File: src/rtl/dcore_dbg_pack.sv
// dcore_dbg_pack: shared region encodings, control bits and address field widths for the debug register file.
package dcore_dbg_pack;
  typedef enum logic [1:0] {
    REG_SHADOW = 2'd0,
    REG_ACTIVE = 2'd1,
    REG_STAT   = 2'd2,
    REG_CTRL   = 2'd3
  } region_e;
  localparam int CTRL_COMMIT = 0;
  localparam int CTRL_SNAP   = 1;
  function automatic int ch_w(input int n);
    return n > 1 ? $clog2(n) : 1;
  endfunction
  function automatic int idx_w(input int ncfg, input int nstat);
    return ch_w(ncfg > nstat ? ncfg : nstat);
  endfunction
endpackage

File: src/rtl/dcore_dbg_cfg_bank.sv
// dcore_dbg_cfg_bank: one channel's shadow config words plus the active copy loaded from them on commit.
module dcore_dbg_cfg_bank #(
  parameter int Ncfg = 4,
  parameter int Wcfg = 16,
  parameter int Wix = 2,
  parameter logic [Wcfg-1:0] CFG_RST = '0
) (
  input  logic                 clk,
  input  logic                 rst,
  input  logic                 we,
  input  logic [Wix-1:0]       idx,
  input  logic [Wcfg-1:0]      wdata,
  input  logic                 load,
  output logic [Ncfg*Wcfg-1:0] shadow,
  output logic [Ncfg*Wcfg-1:0] active
);
  logic [Wcfg-1:0] sh [Ncfg];
  logic [Wcfg-1:0] ac [Ncfg];
  always_ff @(posedge clk) begin
    for (int i = 0; i < Ncfg; i++) begin
      if (rst) begin
        sh[i] <= CFG_RST;
        ac[i] <= CFG_RST;
      end else begin
        if (we && idx == Wix'(i)) sh[i] <= wdata;
        if (load) ac[i] <= sh[i];
      end
    end
  end
  for (genvar i = 0; i < Ncfg; i++) begin : g_flat
    assign shadow[i*Wcfg +: Wcfg] = sh[i];
    assign active[i*Wcfg +: Wcfg] = ac[i];
  end
endmodule

File: src/rtl/dcore_debug_regfile.sv
// dcore_debug_regfile: JTAG-side debug register file with double-buffered config and coherent status snapshots.
module dcore_debug_regfile
  import dcore_dbg_pack::*;
#(
  parameter int Nch = 16,
  parameter int Ncfg = 4,
  parameter int Nstat = 2,
  parameter int Wcfg = 16,
  parameter int Wstat = 24,
  parameter int Wdata = 32,
  parameter int CFG_RST = 0,
  parameter int Waddr = 2 + ch_w(Nch) + idx_w(Ncfg, Nstat)
) (
  input  logic                       clk,
  input  logic                       rst,
  input  logic                       req_valid,
  output logic                       req_ready,
  input  logic                       req_we,
  input  logic                       req_bcast,
  input  logic [Waddr-1:0]           req_addr,
  input  logic [Wdata-1:0]           req_wdata,
  output logic                       rsp_valid,
  input  logic                       rsp_ready,
  output logic [Wdata-1:0]           rsp_rdata,
  output logic                       rsp_err,
  input  logic                       commit_ext,
  input  logic                       snap_ext,
  output logic [Nch*Ncfg*Wcfg-1:0]   cfg_active,
  output logic                       cfg_update,
  input  logic [Nch*Nstat*Wstat-1:0] stat_in,
  output logic                       snap_done
);
  localparam int Wch = ch_w(Nch);
  localparam int Wix = idx_w(Ncfg, Nstat);
  region_e         region;
  logic [Wch-1:0]  ch;
  logic [Wix-1:0]  idx;
  logic            acc, err, cfg_wr, ctrl_wr;
  logic            commit_pending, snap_pending, commit_trig, snap_trig;
  logic [Nch-1:0]  we_c;
  logic [Ncfg*Wcfg-1:0] sh_flat [Nch];
  logic [Ncfg*Wcfg-1:0] ac_flat [Nch];
  logic [Wstat-1:0] snap [Nch][Nstat];
  logic [Wcfg-1:0]  sh_word, ac_word;
  logic [Wstat-1:0] st_word;
  logic [Wdata-1:0] st_ext, rd;
  assign region = region_e'(req_addr[Waddr-1 -: 2]);
  assign ch = req_addr[Wix +: Wch];
  assign idx = req_addr[Wix-1:0];
  assign req_ready = !rsp_valid || rsp_ready;
  assign acc = req_valid && req_ready;
  always_comb begin
    err = (!req_bcast && int'(ch) >= Nch)
       || (region == REG_STAT ? int'(idx) >= Nstat
         : region == REG_CTRL ? idx != '0 : int'(idx) >= Ncfg)
       || (req_we && (region == REG_ACTIVE || region == REG_STAT))
       || (req_bcast && !(req_we && region == REG_SHADOW));
    cfg_wr = acc && req_we && !err && region == REG_SHADOW;
    ctrl_wr = acc && req_we && !err && region == REG_CTRL;
    commit_trig = commit_ext || (ctrl_wr && req_wdata[CTRL_COMMIT]);
    snap_trig = snap_ext || (ctrl_wr && req_wdata[CTRL_SNAP]);
  end
  for (genvar c = 0; c < Nch; c++) begin : g_bank
    assign we_c[c] = cfg_wr && (req_bcast || ch == Wch'(c));
    dcore_dbg_cfg_bank #(
      .Ncfg(Ncfg), .Wcfg(Wcfg), .Wix(Wix), .CFG_RST(Wcfg'(CFG_RST))
    ) u_bank (
      .clk(clk), .rst(rst), .we(we_c[c]), .idx(idx), .wdata(req_wdata[Wcfg-1:0]),
      .load(commit_pending), .shadow(sh_flat[c]), .active(ac_flat[c])
    );
    assign cfg_active[c*Ncfg*Wcfg +: Ncfg*Wcfg] = ac_flat[c];
  end
  // Out-of-range selects only occur on error paths, where the response data is forced to zero.
  always_comb begin
    sh_word = sh_flat[ch][idx*Wcfg +: Wcfg];
    ac_word = ac_flat[ch][idx*Wcfg +: Wcfg];
    st_word = snap[ch][idx];
  end
  assign st_ext = Wdata'($signed(st_word));
  assign rd = region == REG_SHADOW ? Wdata'(sh_word)
            : region == REG_ACTIVE ? Wdata'(ac_word)
            : region == REG_STAT ? st_ext
            : Wdata'({snap_pending, commit_pending});
  // A trigger arriving while already pending is absorbed into the same load.
  always_ff @(posedge clk) begin
    if (rst) begin
      commit_pending <= 1'b0;
      snap_pending <= 1'b0;
      cfg_update <= 1'b0;
      snap_done <= 1'b0;
    end else begin
      commit_pending <= commit_pending ? 1'b0 : commit_trig;
      snap_pending <= snap_pending ? 1'b0 : snap_trig;
      cfg_update <= commit_pending;
      snap_done <= snap_pending;
    end
  end
  always_ff @(posedge clk) begin
    for (int c = 0; c < Nch; c++) begin
      for (int i = 0; i < Nstat; i++) begin
        if (rst) snap[c][i] <= '0;
        else if (snap_pending) snap[c][i] <= stat_in[(c*Nstat+i)*Wstat +: Wstat];
      end
    end
  end
  always_ff @(posedge clk) begin
    if (rst) begin
      rsp_valid <= 1'b0;
      rsp_err <= 1'b0;
      rsp_rdata <= '0;
    end else if (acc) begin
      rsp_valid <= 1'b1;
      rsp_err <= err;
      rsp_rdata <= (err || req_we) ? '0 : rd;
    end else if (rsp_ready) begin
      rsp_valid <= 1'b0;
    end
  end
endmodule

File: config.mk
export PLATFORM = sky130hd
export DESIGN_NAME = dcore_debug_regfile
export DESIGN_NICKNAME = d
export VERILOG_FILES = /design/src/rtl/dcore_dbg_pack.sv /design/src/rtl/dcore_dbg_cfg_bank.sv /design/src/rtl/dcore_debug_regfile.sv
export SDC_FILE = /design/constraint.sdc
export NUM_CORES = 2
export LEC_CHECK = 0
export ABC_AREA = 1
export BUFFER_PORTS_ARGS = -buffer_cell sky130_fd_sc_hd__clkbuf_2
export CAP_MARGIN = 5
export CORE_AREA = 2 2 732 734
export DETAILED_ROUTE_END_ITERATION = 6
export DIE_AREA = 0 0 734 736
export PLACE_DENSITY_LB_ADDON = 0.08
export REMOVE_ABC_BUFFERS = 1
export SETUP_SLACK_MARGIN = 0.15
export SLEW_MARGIN = 40
export SYNTH_ARGS = -nofsm -noshare
export SYNTH_HDL_FRONTEND = slang
export SYNTH_HIERARCHICAL = 1
export SYNTH_SLANG_ARGS = --single-unit
File: constraint.sdc
create_clock -name clk -period 34.7 [get_ports clk]
set_clock_uncertainty 0.2 [all_clocks]
set_input_delay 8.675 -clock clk [delete_from_list [all_inputs] [get_ports clk]]
set_output_delay 8.675 -clock clk [all_outputs]
set_load 0.05 [all_outputs]
# After elaboration in Yosys (flattened, before gate mapping)
# Memory sizes are Yosys's and may differ from the RTL's.
# Index checks and enable logic that the tools add are counted.
# totals
ff_bits	38
mem_bits_rw	2816
in_bits	816
output_inout_bits	1061
wordCells	728
memories	33
# memory_table
memory	depth	width	read_ports	rd_clocked_by_memory_dff	write_ports	line_no	text
snap	16	48	1	0	16	dcore_debug_regfile.sv:43	logic [Wstat-1:0] snap [Nch][Nstat];
g_bank[0].u_bank.ac	4	16	4	0	4	dcore_dbg_cfg_bank.sv:18	logic [Wcfg-1:0] ac [Ncfg];
g_bank[0].u_bank.sh	4	16	4	0	4	dcore_dbg_cfg_bank.sv:17	logic [Wcfg-1:0] sh [Ncfg];
g_bank[10].u_bank.ac	4	16	4	0	4	dcore_dbg_cfg_bank.sv:18	
g_bank[10].u_bank.sh	4	16	4	0	4	dcore_dbg_cfg_bank.sv:17	
g_bank[11].u_bank.ac	4	16	4	0	4	dcore_dbg_cfg_bank.sv:18	
+27 memories	--	--	--	--	--	--	
# op_classes
order_cmp	3
eq_ne	21
n_shift	2
muxes	377
bitwise_logic	162
reduce_logical	123
# op_table
op	n
$mux 16	128
$mux 24	35
$bmux 64 s4	2
$mux 64	4
$mux 1	204
$or 1x1->1	160
$mux 32	4
$shiftx 64x7->16	2
$logic_and 1x1->1	90
$eq 4x4->1 const B	8
$logic_or 1x1->1	23
$eq 4x3->1 const B	4
$eq 2x2->1 const B	4
$eq 4x2->1 const B	2
$ge 5x5->1 const B	1
$not 4->5	1
$eq 2x1->1 const B	2
$eq 4x1->1 const B	1
$logic_not 2->1	2
$logic_not 4->1	1
$reduce_bool 2->1	2
$reduce_or 2->1	2
$ge 3x2->1 const B	1
$logic_not 1->1	3
other kinds (2)	2

# Depth between registers and ports, before layout
# depth
ltp_word	14
mapped_depth	18
depth_no_buf	15

# Hierarchy
# The synthesis kept the hierarchy.
# modules_own_cells
module	n_inst	cells_per_inst	area_each_um2
dcore_dbg_cfg_bank	16	365	4783.3
dcore_debug_regfile	1	8446	55668.4

# Worst setup path before layout
# Ideal clock, no wire load.
# synth_path
kind	input port to flip-flop
from	input rst
to	memory snap[0][0] (netlist name), enable pin
arrival_ns	17.819
slack_ns	15.857
stages	1
path_buffers	0
cell_sequence	or2_2
# synth_rtl
element	line_no	text
start: declaration	dcore_debug_regfile.sv:15	input logic rst,
end: declaration	dcore_debug_regfile.sv:43	

# Worst setup path after layout
# layout_path
from	input rsp_ready
to	output req_ready
# layout_via
elab_chain_cells	1
# layout_rtl
element	line_no	text
start: declaration	dcore_debug_regfile.sv:23	input logic rsp_ready,
$logic_or 1x1->1	dcore_debug_regfile.sv:50	assign req_ready = !rsp_valid || rsp_ready;
end: declaration	dcore_debug_regfile.sv:17	output logic req_ready,
# No other way between the ends.

==> out/summary.md <==
- **routed len/inst** 36.5 µm
- **Leakage Power** 72.0 nW
- **detailed-route via count** 112000
- **count of nets left with antenna violations after detail routing** 0
- **Slew Viols, Final** 0
- **CTS tree** yes
- **post-route cell area** 162000 µm²
- **Placeable Area** 532000 µm²
- **Storage cell area** 85200 µm²
- **Routed WL** 853000 µm
- **P per Cell Area** 56.1 nW/µm²
- **Root Buffer** sky130_fd_sc_hd__clkbuf_16
- **Unique masters post-synth** 33
- **async set-reset flop share out of synthesis** 0
- **number of gates on the worst path with buffers counted** 4
- **buffers added on ports** 1860
- **cell accounting for the most synthesized area** sky130_fd_sc_hd__edfxtp_1
- **cell family contributing the most delay on the critical path** buffers and inverters
- **Setup Total Neg Slack** 0 ns
- **cell count after synthesis** 14300
- **deepest clock path buffer count** 4
- **initial antenna violation count** 109
- **vias in the first global route** 105000
- **setup slack of the critical path after layout** 16.62 ns
- **worst-path fanout max** 4
- **postcts setup bufs** 0
- **worst path cell trace** clkbuf_2 > inv_1 > nand2_1 > clkbuf_2
- **max-cap viol count** 0
- **die area** 540000 µm²
- **peak supply drop** 0.0420 mV
- **Num Clock Sinks** 2846
- **layout overhead on the synthesized area** 22.4%
- **cell area after placement** 150000 µm²
- **Least-Margin Pin Slew** 1.06 ns
- **crit share post-route** 0.521
- **Worst Reg-to-Reg Cells** 9
- **max frequency** 0.0553 GHz
- **min-delay src** rsp_rdata[17]$_SDFFE_PP0P_
- **area share of the largest cell type after synthesis** 0.640
- **overall power after layout** 9.08 mW
- **post-synthesis sequential element count** 2846
- **data required time at the worst endpoint** 25.82 ns
- **I/O pin count** 1877
- **number of vias per cell after detailed routing** 4.77
- **dominant cells by area after synthesis** sky130_fd_sc_hd__edfxtp_1 64%, sky130_fd_sc_hd__nand2_1 12%, sky130_fd_sc_hd__nor2_1 8.4%
- **critical path buffer and inverter count** 3
- **setup repair after global routing missed its margin** no
- **number of synthesized flops with an enable pin** 2816
- **Post-route DRC** 0
- **weighted congestion at the end of routability-driven global placement** 0.899
- **Worst Setup EP** req_ready
- **global routing usage summed across all routing layers** 0.303
- **initial detailed-routing violation count** 13100
- **count of fill cells added during filler insertion** 57000
- **Final Hold Slack** 0.265 ns
- **critical path start-end classification** input port to output pin
- **start point of the critical path** rsp_ready
- **synthesized area** 132000 µm²
- **Detailed Place HPWL** 622000 µm
- **footprint of the multi-input gates** 36300 µm²
- **Period minus WS final** 18.08 ns
- **Top FF cell, synth** sky130_fd_sc_hd__edfxtp_1
- **largest net degree at the start of global routing** 182
- **number of resized instances in the post-cts repair step** 0
- **Reg clk slew, reported paths** 0.06 ns
- **critical path's slowest cell** sky130_fd_sc_hd__clkbuf_2
- **die outline height** 736 µm
- **total of endpoints with negative setup slack in the final report** 0
- **deepest level of the CTS H-tree** 5
- **fraction of final layout cells sized beyond drive strength 1** 0.173
- **max-slew headroom at the worst pin** 0.293
- **starting utilization of the core area** 0.249
- **GRT overflow** 0
- **class of the most critical hold timing path** flop to flop
- **nature of the critical path startpoint** input port
- **DP Cell Count** 22700
- **critical path arrival** 9.21 ns
- **clock insertion delay at the later pin of the skew report** 1.04 ns
- **Post-layout nets** 16900
- **Chip Width** 734 µm
- **final core area utilization** 0.304
- **final cell count without fillers** 23400
- **source of the worst register-to-register timing path** rsp_valid$_SDFFE_PP0P_
- **first-pass GRT wire length** 1080000 µm
- **R2R Setup Slk** 30.30 ns
- **total number of placement rows** 268
- **Post-Syn Area per Cell** 9.25 µm²
- **worst slack after detailed placement** 16.60 ns
- **Hold-fix buffers, CTS** 0
- **nature of the critical path endpoint** output pin
- **number of warnings issued by yosys** 6
- **Final Hold Violating Endpoints** 0
- **TritonRoute pass-1 iters** 7
- **destination of the worst register-to-register timing path** g_bank[14].u_bank/sh[0][18]$_SDFFCE_PN0P_
- **biggest cell delay along the critical path** 0.30 ns
- **part of the Yosys area used for sequential elements** 0.644
- **number of buffers created by CTS** 365
- **outcome** complete, no violations
- **most frequent CP cell** sky130_fd_sc_hd__clkbuf_2
## routing by layer
layer / vias to the layer above / part of all wire / GRT usage
li1: 48900 / - / -
met1: 56700 / 0.42 / 0.403
met2: 4971 / 0.44 / 0.461
met3: 1021 / 0.081 / 0.0706
met4: 24 / 0.061 / 0.154
met5: - / 0.00017 / 0
## cells by family (layout without fill, tap and decap cells)
| kind of cell | Yosys count | count (layout) | synth area share |
|---|---|---|---|
| buffers and inverters | 2877 | 4926 | 0.0893 |
| flip-flops | 2846 | 2846 | 0.644 |
| adder cells (fa/ha/maj) | 5 | 5 | 0.000473 |
| AO/OA/AOI/OAI | 701 | 701 | 0.0329 |
| other | 0 | 28 | 0 |
| AND/OR/NAND/NOR | 7857 | 7857 | 0.233 |
## state kept, by name (all words and copies together), names as in the netlist
register and count:
cfg_update 1, commit_pending 1, g_bank.u_bank/ac 1024, g_bank.u_bank/sh 1024
rsp_err 1, rsp_rdata 24, rsp_valid 1, snap 768
snap_done 1, snap_pending 1
## how the worst min path moves through the flow
stage	to	slack, ns	depth (start not counted)
6_report	rsp_rdata[17]$_SDFFE_PP0P_	0.26	2
5_1_grt	rsp_rdata[17]$_SDFFE_PP0P_	0.27	2
4_1_cts	rsp_rdata[17]$_SDFFE_PP0P_	0.27	2
3_5_place_dp	rsp_rdata[17]$_SDFFE_PP0P_	0.26	2
3_3_place_gp	rsp_rdata[5]$_SDFFE_PP0P_	0.25	2
2_1_floorplan	snap_done$_SDFF_PP0_	0.23	2
## where the power goes
part / total (mW) / leakage, nW / internal [mW] / switching [mW]
logic: 1.18 / 35.9 / 0.197 / 0.981
clock network: 3.82 / 5.65 / 2.16 / 1.67
registers: 4.08 / 30.4 / 3.95 / 0.130
total: 9.08 / 72.0 / 6.30 / 2.78
## cell type report
| cell class | count | area share |
|---|---|---|
| well taps | 7020 | 0.0543 |
| flip-flops and latches | 2846 | 0.526 |
| inverters | 2128 | 0.0497 |
| clock buffers | 457 | 0.0591 |
| diodes | 28 | 0.000433 |
| clock inverters | 206 | 0.0128 |
| repair buffers | 2135 | 0.0735 |
| multi-input cells | 8563 | 0.224 |
## synth_stat cells (2+ instances only)
cell,count
sky130_fd_sc_hd__inv_1,2094
sky130_fd_sc_hd__clkinv_1,8
sky130_fd_sc_hd__nor2_1,2975
sky130_fd_sc_hd__ha_1,5
sky130_fd_sc_hd__nand4_1,179
sky130_fd_sc_hd__a22oi_1,304
sky130_fd_sc_hd__buf_4,71
sky130_fd_sc_hd__nand2_1,4066
sky130_fd_sc_hd__o21ai_1,11
sky130_fd_sc_hd__clkbuf_1,209
sky130_fd_sc_hd__and2_1,12
sky130_fd_sc_hd__nand3_1,328
sky130_fd_sc_hd__o21bai_1,12
sky130_fd_sc_hd__a41oi_1,2
sky130_fd_sc_hd__dfxtp_1,30
sky130_fd_sc_hd__or2_2,18
sky130_fd_sc_hd__buf_6,28
sky130_fd_sc_hd__nor2_8,3
sky130_fd_sc_hd__nor3_1,273
sky130_fd_sc_hd__a21oi_1,273
sky130_fd_sc_hd__buf_1,26
sky130_fd_sc_hd__inv_2,24
sky130_fd_sc_hd__edfxtp_1,2816
sky130_fd_sc_hd__a21o_1,2
sky130_fd_sc_hd__a31oi_1,21
sky130_fd_sc_hd__buf_2,415
sky130_fd_sc_hd__o21ai_0,74
sky130_fd_sc_hd__inv_4,2
## worst register-to-register path: cells and delay by family, from the launching register on
family,cells,cell delay [ns]
compound gates,1,0.69
flops,1,0.31
simple gates,6,2.07
buf+inv,2,0.73
## cells in the final DEF (no fill, tap or decap), types with 44 or more instances in the layout
cell,synthesis,layout
sky130_fd_sc_hd__a21oi_1,273,260
sky130_fd_sc_hd__a22oi_1,304,304
sky130_fd_sc_hd__buf_4,71,224
sky130_fd_sc_hd__clkbuf_1,209,85
sky130_fd_sc_hd__clkbuf_16,0,366
sky130_fd_sc_hd__clkbuf_2,0,1848
sky130_fd_sc_hd__clkinv_1,8,89
sky130_fd_sc_hd__clkinv_2,0,61
sky130_fd_sc_hd__edfxtp_1,2816,2816
sky130_fd_sc_hd__inv_1,2094,2092
sky130_fd_sc_hd__nand2_1,4066,4004
sky130_fd_sc_hd__nand2_4,0,44
sky130_fd_sc_hd__nand3_1,328,299
sky130_fd_sc_hd__nand4_1,179,179
sky130_fd_sc_hd__nor2_1,2975,2962
sky130_fd_sc_hd__nor3_1,273,273
(Power assumes the default switching activity.)
